$ cat src/rtl/instruction_loader.sv
// Boot-time program loader: assembles a big-endian byte stream into 32-bit words
// and drives the instruction RAM write port while holding the CPU in reset.
module instruction_loader #(
  parameter logic [31:0] BASE_ADDR = 32'h00000000,
  parameter int          DEPTH     = 1024
) (
  input  logic        clk,
  input  logic        reset,
  input  logic        Start,
  input  logic        InValid,
  input  logic [7:0]  InData,
  output logic        InReady,
  output logic        MemWrite,
  output logic [31:0] WriteAddress,
  output logic [31:0] WriteData,
  output logic        CpuHold,
  output logic        Done,
  output logic        Error
);

  typedef enum logic [2:0] {
    S_HDR_HI,
    S_HDR_LO,
    S_DATA,
    S_WRITE,
    S_DONE
  } state_t;

  localparam logic [16:0] DEPTH_W = 17'(DEPTH);

  state_t      r_state;
  logic [15:0] r_n;
  logic [15:0] r_idx;
  logic [1:0]  r_byte_cnt;
  logic [23:0] r_shift;
  logic        r_in_ready;
  logic        r_mem_write;
  logic [31:0] r_waddr;
  logic [31:0] r_wdata;
  logic        r_cpu_hold;
  logic        r_done;
  logic        r_error;

  logic        w_accept;
  logic [15:0] w_idx_next;
  logic [15:0] w_n_full;
  logic        w_in_range;

  assign w_accept   = InValid && r_in_ready;
  assign w_idx_next = r_idx + 16'd1;
  assign w_n_full   = {r_n[15:8], InData};
  // Words past the RAM capacity are still consumed, just never written.
  assign w_in_range = ({1'b0, r_idx} < DEPTH_W);

  always_ff @(posedge clk or negedge reset) begin
    if (!reset) begin
      r_state     <= S_HDR_HI;
      r_n         <= 16'd0;
      r_idx       <= 16'd0;
      r_byte_cnt  <= 2'd0;
      r_shift     <= 24'd0;
      r_in_ready  <= 1'b1;
      r_mem_write <= 1'b0;
      r_waddr     <= BASE_ADDR;
      r_wdata     <= 32'd0;
      r_cpu_hold  <= 1'b1;
      r_done      <= 1'b0;
      r_error     <= 1'b0;
    end else begin
      r_mem_write <= 1'b0;
      case (r_state)
        S_HDR_HI: begin
          if (w_accept) begin
            r_n[15:8] <= InData;
            r_state   <= S_HDR_LO;
          end
        end
        S_HDR_LO: begin
          if (w_accept) begin
            r_n[7:0] <= InData;
            r_error  <= ({1'b0, w_n_full} > DEPTH_W);
            if (w_n_full == 16'd0) begin
              r_state    <= S_DONE;
              r_in_ready <= 1'b0;
              r_done     <= 1'b1;
              r_cpu_hold <= 1'b0;
            end else begin
              r_state <= S_DATA;
            end
          end
        end
        S_DATA: begin
          if (w_accept) begin
            r_byte_cnt <= r_byte_cnt + 2'd1;
            if (r_byte_cnt == 2'd3) begin
              r_state     <= S_WRITE;
              r_in_ready  <= 1'b0;
              r_mem_write <= w_in_range;
              r_wdata     <= {r_shift, InData};
              r_waddr     <= BASE_ADDR + {14'd0, r_idx, 2'b00};
            end else begin
              r_shift <= {r_shift[15:0], InData};
            end
          end
        end
        S_WRITE: begin
          r_idx <= w_idx_next;
          if (w_idx_next == r_n) begin
            r_state    <= S_DONE;
            r_done     <= 1'b1;
            r_cpu_hold <= 1'b0;
          end else begin
            r_state    <= S_DATA;
            r_in_ready <= 1'b1;
          end
        end
        S_DONE: begin
          if (Start) begin
            r_state    <= S_HDR_HI;
            r_in_ready <= 1'b1;
            r_done     <= 1'b0;
            r_cpu_hold <= 1'b1;
            r_idx      <= 16'd0;
            r_n        <= 16'd0;
            r_byte_cnt <= 2'd0;
            r_error    <= 1'b0;
          end
        end
        default: begin
          r_state    <= S_HDR_HI;
          r_in_ready <= 1'b1;
        end
      endcase
    end
  end

  assign InReady      = r_in_ready;
  assign MemWrite     = r_mem_write;
  assign WriteAddress = r_waddr;
  assign WriteData    = r_wdata;
  assign CpuHold      = r_cpu_hold;
  assign Done         = r_done;
  assign Error        = r_error;

endmodule

$ cat config.mk
export PLATFORM = sky130hd
export DESIGN_NAME = instruction_loader
export DESIGN_NICKNAME = d
export VERILOG_FILES = /design/src/rtl/instruction_loader.sv
export SDC_FILE = /design/constraint.sdc
export NUM_CORES = 1
export LEC_CHECK = 0
export BUFFER_PORTS_ARGS = -buffer_cell sky130_fd_sc_hd__clkbuf_2
export CAP_MARGIN = 0
export CORE_MARGIN = 3
export CORE_UTILIZATION = 54
export CTS_CLUSTER_SIZE = 20
export DETAILED_ROUTE_END_ITERATION = 10
export PLACE_DENSITY = 0.87
export SYNTH_ARGS = -nofsm -noshare
export SYNTH_HDL_FRONTEND = slang
export SYNTH_SLANG_ARGS = --single-unit
export TNS_END_PERCENT = 100
$ cat constraint.sdc
create_clock -name clk -period 3 [get_ports clk]
set_input_delay 0.6 -clock clk [delete_from_list [all_inputs] [get_ports clk]]
set_output_delay 0.6 -clock clk [all_outputs]
set_load 0.03 [all_outputs]
==> run_results.csv, run 1 <==
group,metric,value,unit
cts,cts.htree.levels,4,
drt,drt_iter0_drc,179,
final_layout,final_common_cell,"dfrtp_1",
grt,antenna_found_initial,0,
critical_path,critPathKind,"reg -> reg",
final_layout,layout_common_cells,"dfrtp_1, mux2_2, clkbuf_2",
grt,gr-total-overflow,0,
grt,grt_pass1_vias,3807,
timing,fin_crit,2.68,ns
timing,slew_headroom,47.0,%
floorplanning,num_io_pins,81,
final_layout,seq_area,2860,µm²
floorplanning,coreArea,9280,µm²
critical_path,r2r_cells,8,
grt,grt_max_degree,63,
yosys,yosys_register_bits,114,
timing,skew,0.00835,ns
cts,clk_latency,0.52,ns
critical_path,path_cells,"ha_1 > nand4_1 > nor2_1 > nand2_1 > xor2_1 > o21ai_0 > or4b_4 > o41a_1",
yosys,synth_edf_count,0,
cts,numCtsBuffers,17,
timing,period_share,89.4,%
drt,vias,3740,
drt,drt_pass1_iterations,5,
yosys,yosysSeqAreaShare,55.0,%
status,status,"completed",
worst_hold_path,hp-class,"in -> async",
cts,hold_buffers,0,
cts,clkSinkCount,114,
critical_path,r2r_start,"r_idx[0]",
placed_design,gp_congestion,0.878,
drt,routed_wl,11300,µm
critical_path,reg2reg_to,"InReady",
yosys,syn_inst,461,
critical_path,cp.depth,8,
cts,clk_pin_slew_worst_paths,0.06,ns
drt,ant_nets,0,
yosys,syn_avg_cell_area,11.3,µm²
placed_design,dp_hpwl,7670,µm
grt,grt_pass1_wl,19200,µm
timing,drv_slew,0,
yosys,ys_async_sr_fraction,100,%
timing,worst_pin_slew,0.792,ns
timing,setup_viol,0,
final_layout,multi_input_area,2180,µm²
drt,drc_errors,0,
critical_path,worst_path_max_delay_cell,"or4b_4",
pwr,cellLeakagePower,2.86,nW
critical_path,crit_family,"simple AND/OR/NAND/NOR gates",
critical_path,cp_max_fo,6,
cts,cts_tree,"yes",
critical_path,path_buf_inv,0,
final_layout,finalNetCount,541,
cts,cts-resized-gates,0,
pwr,p_total,7.38,mW
drt,viasPerCell,5.59,
critical_path,cp_slowest_stage_delay,0.57,ns
grt,track_usage,22.1,%
timing,rsz0062_at_grt,"false",
final_layout,diodes,0,
cts,root_buffer,"clkbuf_8",
placed_design,portBuffers,64,
critical_path,endpoint_kind,"flop",
timing,achievable-frequency,373,MHz
final_layout,drive_above_1_share,34.6,%
critical_path,r2r_setup_slack,0.32,ns
yosys,syn_area,5190,µm²
yosys,yosysUniqueCellTypes,45,
critical_path,critical_path_arrival,3.12,ns
floorplanning,die-area,10800,µm²
cts,clockBufferDepth,2,
yosys,ys.flop_type,"dfrtp_1",
pwr,p_per_area,1180,nW/µm²
floorplanning,dieHeight,104,µm
final_layout,area_delta_synth_final,19.9,%
timing,hold_viol_final,0,
pwr,ir_drop,0.791,mV
floorplanning,initial_core_util,56.0,%
final_layout,n_fill_cell,682,
cts,cts_setup_buffers,0,
floorplanning,num_rows,35,
floorplanning,die_w,104,µm
timing,tns,0,ns
drt,routedWlPerCell,17.0,µm
flow_run,drv_cap,0,
placed_design,pre_cts_slack,0.336,ns
yosys,yosysWarnings,0,
critical_path,crit_path_start_kind,"flop",
critical_path,required,3.44,ns
timing,worst_slack,0.318,ns
==> power by group <==
group	total (mW)	switching, mW	internal (mW)
clock	2.07	0.779	1.29
combinational	2.51	1.46	1.06
sequential	2.79	0.589	2.20
total	7.38	2.83	4.55
==> logic make-up after synthesis <==
family,share of synthesized area [%]
fa+ha+maj,0.482
simple gates,12.0
flops,55.0
other cells,0.0722
xor+xnor,3.71
mux,16.2
buf+inv,4.34
compound gates,8.21
==> routing by layer <==
| metal | part of all wire, % | GRT usage [%] | vias up |
|---|---|---|---|
| li1 | - | - | 1729 |
| met1 | 42 | 29.2 | 1855 |
| met2 | 50 | 35.7 | 139 |
| met3 | 6.6 | 6.15 | 17 |
| met4 | 1.4 | 7.03 | 0 |
| met5 | 0 | 0 | - |
==> state kept, by name, summed over array words and instances (netlist names) <==
signal and flops:
r_byte_cnt 2, Error 1, MemWrite 1, WriteData 32
Done 1, r_shift 24, CpuHold 1, WriteAddress 16
r_idx 16, r_n 16, InReady 1, r_state 3
==> synthesized netlist by cell type, types with 4 or more instances <==
library cell / n / area [µm²]
o21ai_0: 44 / 220
nand3_1: 11 / 55.1
nor2_1: 22 / 82.6
xor2_1: 7 / 61.3
nand2_1: 58 / 218
xnor2_1: 15 / 131
a21oi_1: 12 / 60.1
buf_4: 16 / 120
o31ai_1: 6 / 45.0
buf_1: 5 / 18.8
nor4_1: 7 / 43.8
nand3b_1: 4 / 30.0
dfrtp_1: 112 / 2800
nand2b_1: 4 / 25.0
mux2_2: 72 / 811
nor3_1: 8 / 40.0
clkbuf_1: 16 / 60.1
==> how the worst max path moves through the flow <==
stage	slack (ns)	from	endpoint
2_1_floorplan	0.71	r_idx[2]	InReady
3_3_place_gp	0.43	r_idx[0]	InReady
3_5_place_dp	0.34	r_idx[0]	InReady
4_1_cts	0.32	r_idx[0]	InReady
5_1_grt	0.09	r_idx[0]	InReady
6_report	0.32	r_idx[0]	InReady
==> stage by stage <==
stage	area, µm²	util, %	cells	hold WS [ns]
2_1_floorplan	5250	-	476	0.304
3_3_place_gp	5620	60.5	637	0.485
3_5_place_dp	5620	60.5	637	0.492
4_1_cts	6230	67.1	669	0.190
5_1_grt	6230	67.1	669	0.240
6_report	6230	67.1	669	0.185
==> area by class of cell <==
cell class | count | share of cell area (%)
Clock inverter | 15 | 3.13
Sequential cell | 114 | 45.9
Timing Repair Buffer | 72 | 6.55
Tap cell | 129 | 2.59
Clock buffer | 17 | 6.65
Multi-Input combinational cell | 319 | 35.0
Inverter | 3 | 0.181
(Power assumes the default switching activity.)
==> run 2: changes to the inputs <==
--- a/config.mk
+++ b/config.mk
@@ -8,7 +8,7 @@
 export BUFFER_PORTS_ARGS = -buffer_cell sky130_fd_sc_hd__clkbuf_2
 export CAP_MARGIN = 0
 export CORE_MARGIN = 3
-export CORE_UTILIZATION = 54
+export CORE_UTILIZATION = 51
 export CTS_CLUSTER_SIZE = 20
 export DETAILED_ROUTE_END_ITERATION = 10
 export PLACE_DENSITY = 0.87
==> constraint.sdc (replaced) <==
create_clock -name clk -period 2.2 [get_ports clk]
set_input_delay 0.44 -clock clk [delete_from_list [all_inputs] [get_ports clk]]
set_output_delay 0.44 -clock clk [all_outputs]
set_load 0.03 [all_outputs]
==> run_results.csv, run 2 (synthesis results as in run 1) <==
group,metric,value,unit
status,status,"complete, but fails checks",
status,violations,"negative setup slack",
critical_path,required,2.64,ns
pwr,pwr-share-comb,37.9,%
floorplanning,initial_core_util,52.9,%
final_layout,diodes,0,
final_layout,layout_common_cells,"dfrtp_1, mux2_2, clkbuf_2",
critical_path,crit_family,"simple AND/OR/NAND/NOR gates",
timing,rsz0062_at_grt,"true",
pwr,ir_drop,1.02,mV
critical_path,cp-startpoint,"r_idx[11]",
floorplanning,dieHeight,107,µm
cts,clk_latency,0.51,ns
critical_path,worstSetupEndpoint,"InReady",
critical_path,endpoint_kind,"flop",
placed_design,portBuffers,64,
cts,cts_tree,"yes",
floorplanning,num_io_pins,81,
floorplanning,num_rows,36,
pwr,seq_power_share,36.4,%
final_layout,finalNonFillerCells,712,
floorplanning,die-area,11400,µm²
floorplanning,coreArea,9820,µm²
critical_path,worst_path_max_delay_cell,"or4b_4",
timing,period_share,106,%
final_layout,largest_reg_flops,32,
critical_path,reg2reg_to,"InReady",
placed_design,dp_hpwl,8120,µm
placed_design,dpl-instance-area,5950,µm²
final_layout,drive_above_1_share,41.5,%
drt,drc_errors,0,
critical_path,crit_path_start_kind,"flop",
critical_path,r2r_cells,8,
final_layout,finish.instance_area,6590,µm²
grt,grt_max_degree,47,
critical_path,cp.depth,8,
drt,drt_iter0_drc,198,
timing,hold_viol_final,0,
critical_path,r2r_setup_slack,-0.13,ns
pwr,p_int,6.30,mW
critical_path,critical_path_arrival,2.76,ns
timing,skew,0.00575,ns
drt,vias,3919,
timing,drv_slew,0,
grt,track_usage,22.7,%
critical_path,critPathKind,"reg -> reg",
flow_run,drv_cap,0,
pwr,p_sw,3.97,mW
placed_design,gp_congestion,0.934,
drt,ant_nets,0,
final_layout,final_common_cell,"dfrtp_1",
pwr,p_per_area,1560,nW/µm²
worst_hold_path,hp-class,"in -> reg",
pwr,p_total,10.3,mW
drt,routedWlPerCell,17.3,µm
grt,grt_pass1_vias,4099,
drt,viasPerCell,5.50,
final_layout,area_delta_synth_final,26.8,%
placed_design,dp_cells,675,
critical_path,path_cells,"buf_4 > nand4_1 > xnor2_1 > nand3b_1 > o21ai_2 > o2111ai_2 > or4b_4 > o41a_1",
timing,setup_viol,4,
timing,fin_crit,2.33,ns
cts,clockBufferDepth,2,
final_layout,n_fill_cell,744,
pwr,power.share.clock,25.7,%
floorplanning,die_w,107,µm
critical_path,cp_max_fo,5,
cts,cts.htree.levels,4,
grt,grt_pass1_wl,20400,µm
pwr,cellLeakagePower,3.04,nW
drt,drt_pass1_iterations,4,
critical_path,path_buf_inv,1,
cts,numCtsBuffers,17,
final_layout,finalNetCount,580,
grt,antenna_found_initial,0,
cts,clk_pin_slew_worst_paths,0.06,ns
cts,clkSinkCount,114,
timing,achievable-frequency,429,MHz
pwr,swShare,38.6,%
timing,worst_slack,-0.129,ns
grt,gr-total-overflow,0,
critical_path,cp_slowest_stage_delay,0.60,ns
critical_path,r2r_start,"r_idx[11]",
drt,routed_wl,12300,µm
cts,root_buffer,"clkbuf_8",
run 2: power groups by stage:
stage	Combinational [mW]	Clock, mW	Sequential (mW)
global placement	3.65	0	3.65
global route	4.22	2.77	3.85
floorplan	1.95	0	4.30
CTS	3.87	2.67	3.72
detailed placement	3.78	0	3.73
finish	3.89	2.64	3.74
run 2: how the worst min path moves through the flow:
stage | startpoint | to | cells after the start
6_report | InData[6] | r_n[14] | 3
5_1_grt | InData[6] | r_n[14] | 3
4_1_cts | InData[6] | r_n[14] | 3
3_5_place_dp | reset | WriteAddress[8] | 1
3_3_place_gp | reset | WriteAddress[11] | 1
2_1_floorplan | reset | Done | 0
run 2: metrics by stage:
step	utilization [%]	hold slack (ns)	worst slack, ns	TNS (ns)
4_1_cts	66.6	0.205	-0.123	-0.252
2_1_floorplan	-	0.144	0.00991	0
5_1_grt	67.1	0.240	-0.215	-0.749
3_5_place_dp	60.6	0.420	-0.160	-0.384
6_report	67.1	0.227	-0.129	-0.292
3_3_place_gp	60.6	0.412	-0.0607	-0.0862
run 2: final cells by class:
| cell class | instances | area [µm²] | share of cell area, % |
|---|---|---|---|
| multi-input combinational | 319 | 2250 | 34.1 |
| inverter | 3 | 11.3 | 0.171 |
| tap | 133 | 166 | 2.53 |
| clock buffer | 17 | 414 | 6.29 |
| clock inverter | 15 | 160 | 2.43 |
| sequential | 114 | 2860 | 43.4 |
| timing repair buffer | 111 | 728 | 11.1 |
run 2: metal layers:
metal	part of all wire [%]	routed length (µm)	GRT usage (%)
met2	50	6160	37.6
met1	42	5190	28.9
met5	0	0	0
met4	1.6	195	7.76
met3	6.1	750	6.44
run 2: worst reg2reg max path, delay by kind of cell (launching register included):
| kind | cells | cell delay, ns |
|---|---|---|
| buffers and inverters | 1 | 0.17 |
| DFF | 1 | 0.41 |
| AOI/OAI and AO/OA | 3 | 0.54 |
| and+or+nand+nor | 3 | 0.91 |
| xor gates and xnor gates | 1 | 0.22 |
run 2: what timing repair did:
item	4_1_cts	5_1_grt
gates resized for setup	2	8
buffers inserted	1	3
pin swaps	0	6
hold buffers	1	0
endpoints found under the setup margin	5	5
hold endpoints to repair	32	0
==> run 3: changes to the inputs <==
==> config.mk (replaced) <==
export PLATFORM = sky130hd
export DESIGN_NAME = instruction_loader
export DESIGN_NICKNAME = d
export VERILOG_FILES = /design/src/rtl/instruction_loader.sv
export SDC_FILE = /design/constraint.sdc
export NUM_CORES = 1
export LEC_CHECK = 0
export CAP_MARGIN = 0
export CORE_MARGIN = 3
export CORE_UTILIZATION = 54
export CTS_CLUSTER_SIZE = 20
export DETAILED_ROUTE_END_ITERATION = 10
export DONT_BUFFER_PORTS = 1
export PLACE_DENSITY = 0.83
export SYNTH_ARGS = -nofsm -noshare
export SYNTH_HDL_FRONTEND = slang
export SYNTH_SLANG_ARGS = --single-unit
export TNS_END_PERCENT = 100
==> run_results.csv, run 3 (synthesis results as in run 1) <==
group,metric,value,unit
critical_path,crit_family,"simple AND/OR/NAND/NOR gates",
grt,grt_max_degree,115,
timing,worst_slack,-0.107,ns
final_layout,finalNetCount,528,
timing,worst_pin_slew,0.522,ns
grt,grt_pass1_wl,19400,µm
floorplanning,dieHeight,104,µm
timing,rsz0062_at_grt,"true",
final_layout,diodes,0,
status,status,"complete, but fails checks",
drt,routed_wl,11600,µm
cts,cts_tree,"yes",
placed_design,dp_cells,617,
placed_design,dp_hpwl,7690,µm
drt,drc_errors,0,
cts,numCtsBuffers,17,
timing,setup_viol,5,
cts,clk_pin_slew_worst_paths,0.06,ns
timing,whs,-0.381,ns
pwr,cellLeakagePower,2.84,nW
drt,drt_pass1_iterations,4,
critical_path,crit_path_start_kind,"flop",
floorplanning,die-area,10800,µm²
critical_path,required,2.63,ns
flow_run,drv_cap,0,
grt,grt_pass1_vias,3759,
floorplanning,num_rows,35,
drt,viasPerCell,5.59,
timing,drv_slew,0,
critical_path,cp_slowest_stage_delay,0.55,ns
pwr,p_total,9.92,mW
placed_design,dpl-instance-area,5660,µm²
critical_path,endpoint_kind,"flop",
pwr,ir_drop,1.05,mV
final_layout,final_common_cell,"dfrtp_1",
critical_path,cp_max_fo,4,
final_layout,drive_above_1_share,36.4,%
placed_design,portBuffers,0,
timing,tns,-0.282,ns
final_layout,finish.instance_area,6360,µm²
final_layout,area_delta_synth_final,22.4,%
cts,clkSinkCount,114,
placed_design,gp_congestion,0.876,
cts,root_buffer,"clkbuf_8",
critical_path,path_cells,"nand3_4 > or3_4 > o31ai_4 > o2111ai_1 > or4b_4 > o41a_1",
timing,slew_headroom,64.8,%
timing,period_share,105,%
drt,routedWlPerCell,17.7,µm
grt,track_usage,22.3,%
timing,hold_viol_final,114,
timing,skew,0.00896,ns
critical_path,r2r_start,"r_idx[1]",
critical_path,worst_path_max_delay_cell,"or4b_4",
grt,antenna_found_initial,0,
floorplanning,coreArea,9280,µm²
cts,clockBufferDepth,2,
critical_path,cp-startpoint,"r_idx[1]",
final_layout,finalNonFillerCells,656,
floorplanning,num_io_pins,81,
drt,ant_nets,0,
final_layout,largest_reg_flops,32,
grt,gr-total-overflow,0,
floorplanning,die_w,104,µm
pwr,p_per_area,1560,nW/µm²
drt,vias,3667,
critical_path,critical_path_arrival,2.74,ns
final_layout,layout_common_cells,"dfrtp_1, mux2_2, nand2_1, buf_4, o21ai_0",
critical_path,path_buf_inv,0,
cts,cts.htree.levels,4,
cts,clk_latency,0.51,ns
status,violations,"negative hold slack, negative setup slack",
floorplanning,initial_core_util,56.0,%
timing,achievable-frequency,434,MHz
drt,drt_iter0_drc,153,
critical_path,critPathKind,"reg -> reg",
worst_hold_path,hp-class,"in -> async",
timing,fin_crit,2.31,ns
-- run 3: cell count changes in the layout (fill, tap and decap cells not counted), sizes merged --
cell | before | now
clkbuf | 80 | 17
buf | 47 | 59
inv | 5 | 12
clkinv | 9 | 4
bufinv | 2 | 1
clkinvlp | 2 | 1
dlygate4sd3 | 1 | 0
-- run 3: area by class of cell --
class | count | area [µm²]
Clock inverter | 15 | 164
Sequential cell | 114 | 2860
Fill cell | 671 | 2920
Inverter | 3 | 11.3
Timing Repair Buffer | 59 | 459
Clock buffer | 17 | 414
Multi-Input combinational cell | 319 | 2290
Tap cell | 129 | 161
-- run 3: stage by stage --
stage | utilization [%] | setup WS, ns | hold slack, ns
floorplan | - | 0.00991 | 0.144
global placement | 60.9 | -0.0711 | 0.149
detailed placement | 60.9 | -0.125 | 0.148
CTS | 67.9 | -0.0780 | -0.397
global route | 68.5 | -0.195 | -0.408
finish | 68.5 | -0.107 | -0.381
-- run 3: worst paths after layout --
path | endpoint | slack, ns | depth (start not counted)
max reg2reg | InReady | -0.11 | 6
max | InReady | -0.11 | 6
min | WriteAddress[10] | -0.38 | 0
min reg2reg | r_shift[18] | 0.51 | 1
min in group clk | r_n[7] | 0.05 | 2
max in group asynchronous | CpuHold | 2.40 | 0
-- run 3: metal layers --
| layer | track usage, % | share of wire (%) | vias up |
|---|---|---|---|
| li1 | - | - | 1695 |
| met1 | 28.3 | 43 | 1833 |
| met2 | 36.4 | 49 | 126 |
| met3 | 8.26 | 6.7 | 13 |
| met4 | 5.79 | 0.87 | 0 |
| met5 | 0 | 0 | - |
-- run 3: report_power, final --
part / switching (mW) / total (mW) / internal [mW]
logic: 1.25 / 2.72 / 1.47
clock network: 1.11 / 2.67 / 1.55
registers: 1.53 / 4.53 / 3.00
total: 3.89 / 9.92 / 6.03
-- run 3: timing repair --
item                       in CTS  in global routing
setup endpoints to repair       5                  5
hold endpoints to repair      114                114
buffers inserted                4                  3
cloned                          0                  0
pin swaps                       4                  4
gates resized for setup        10                  8
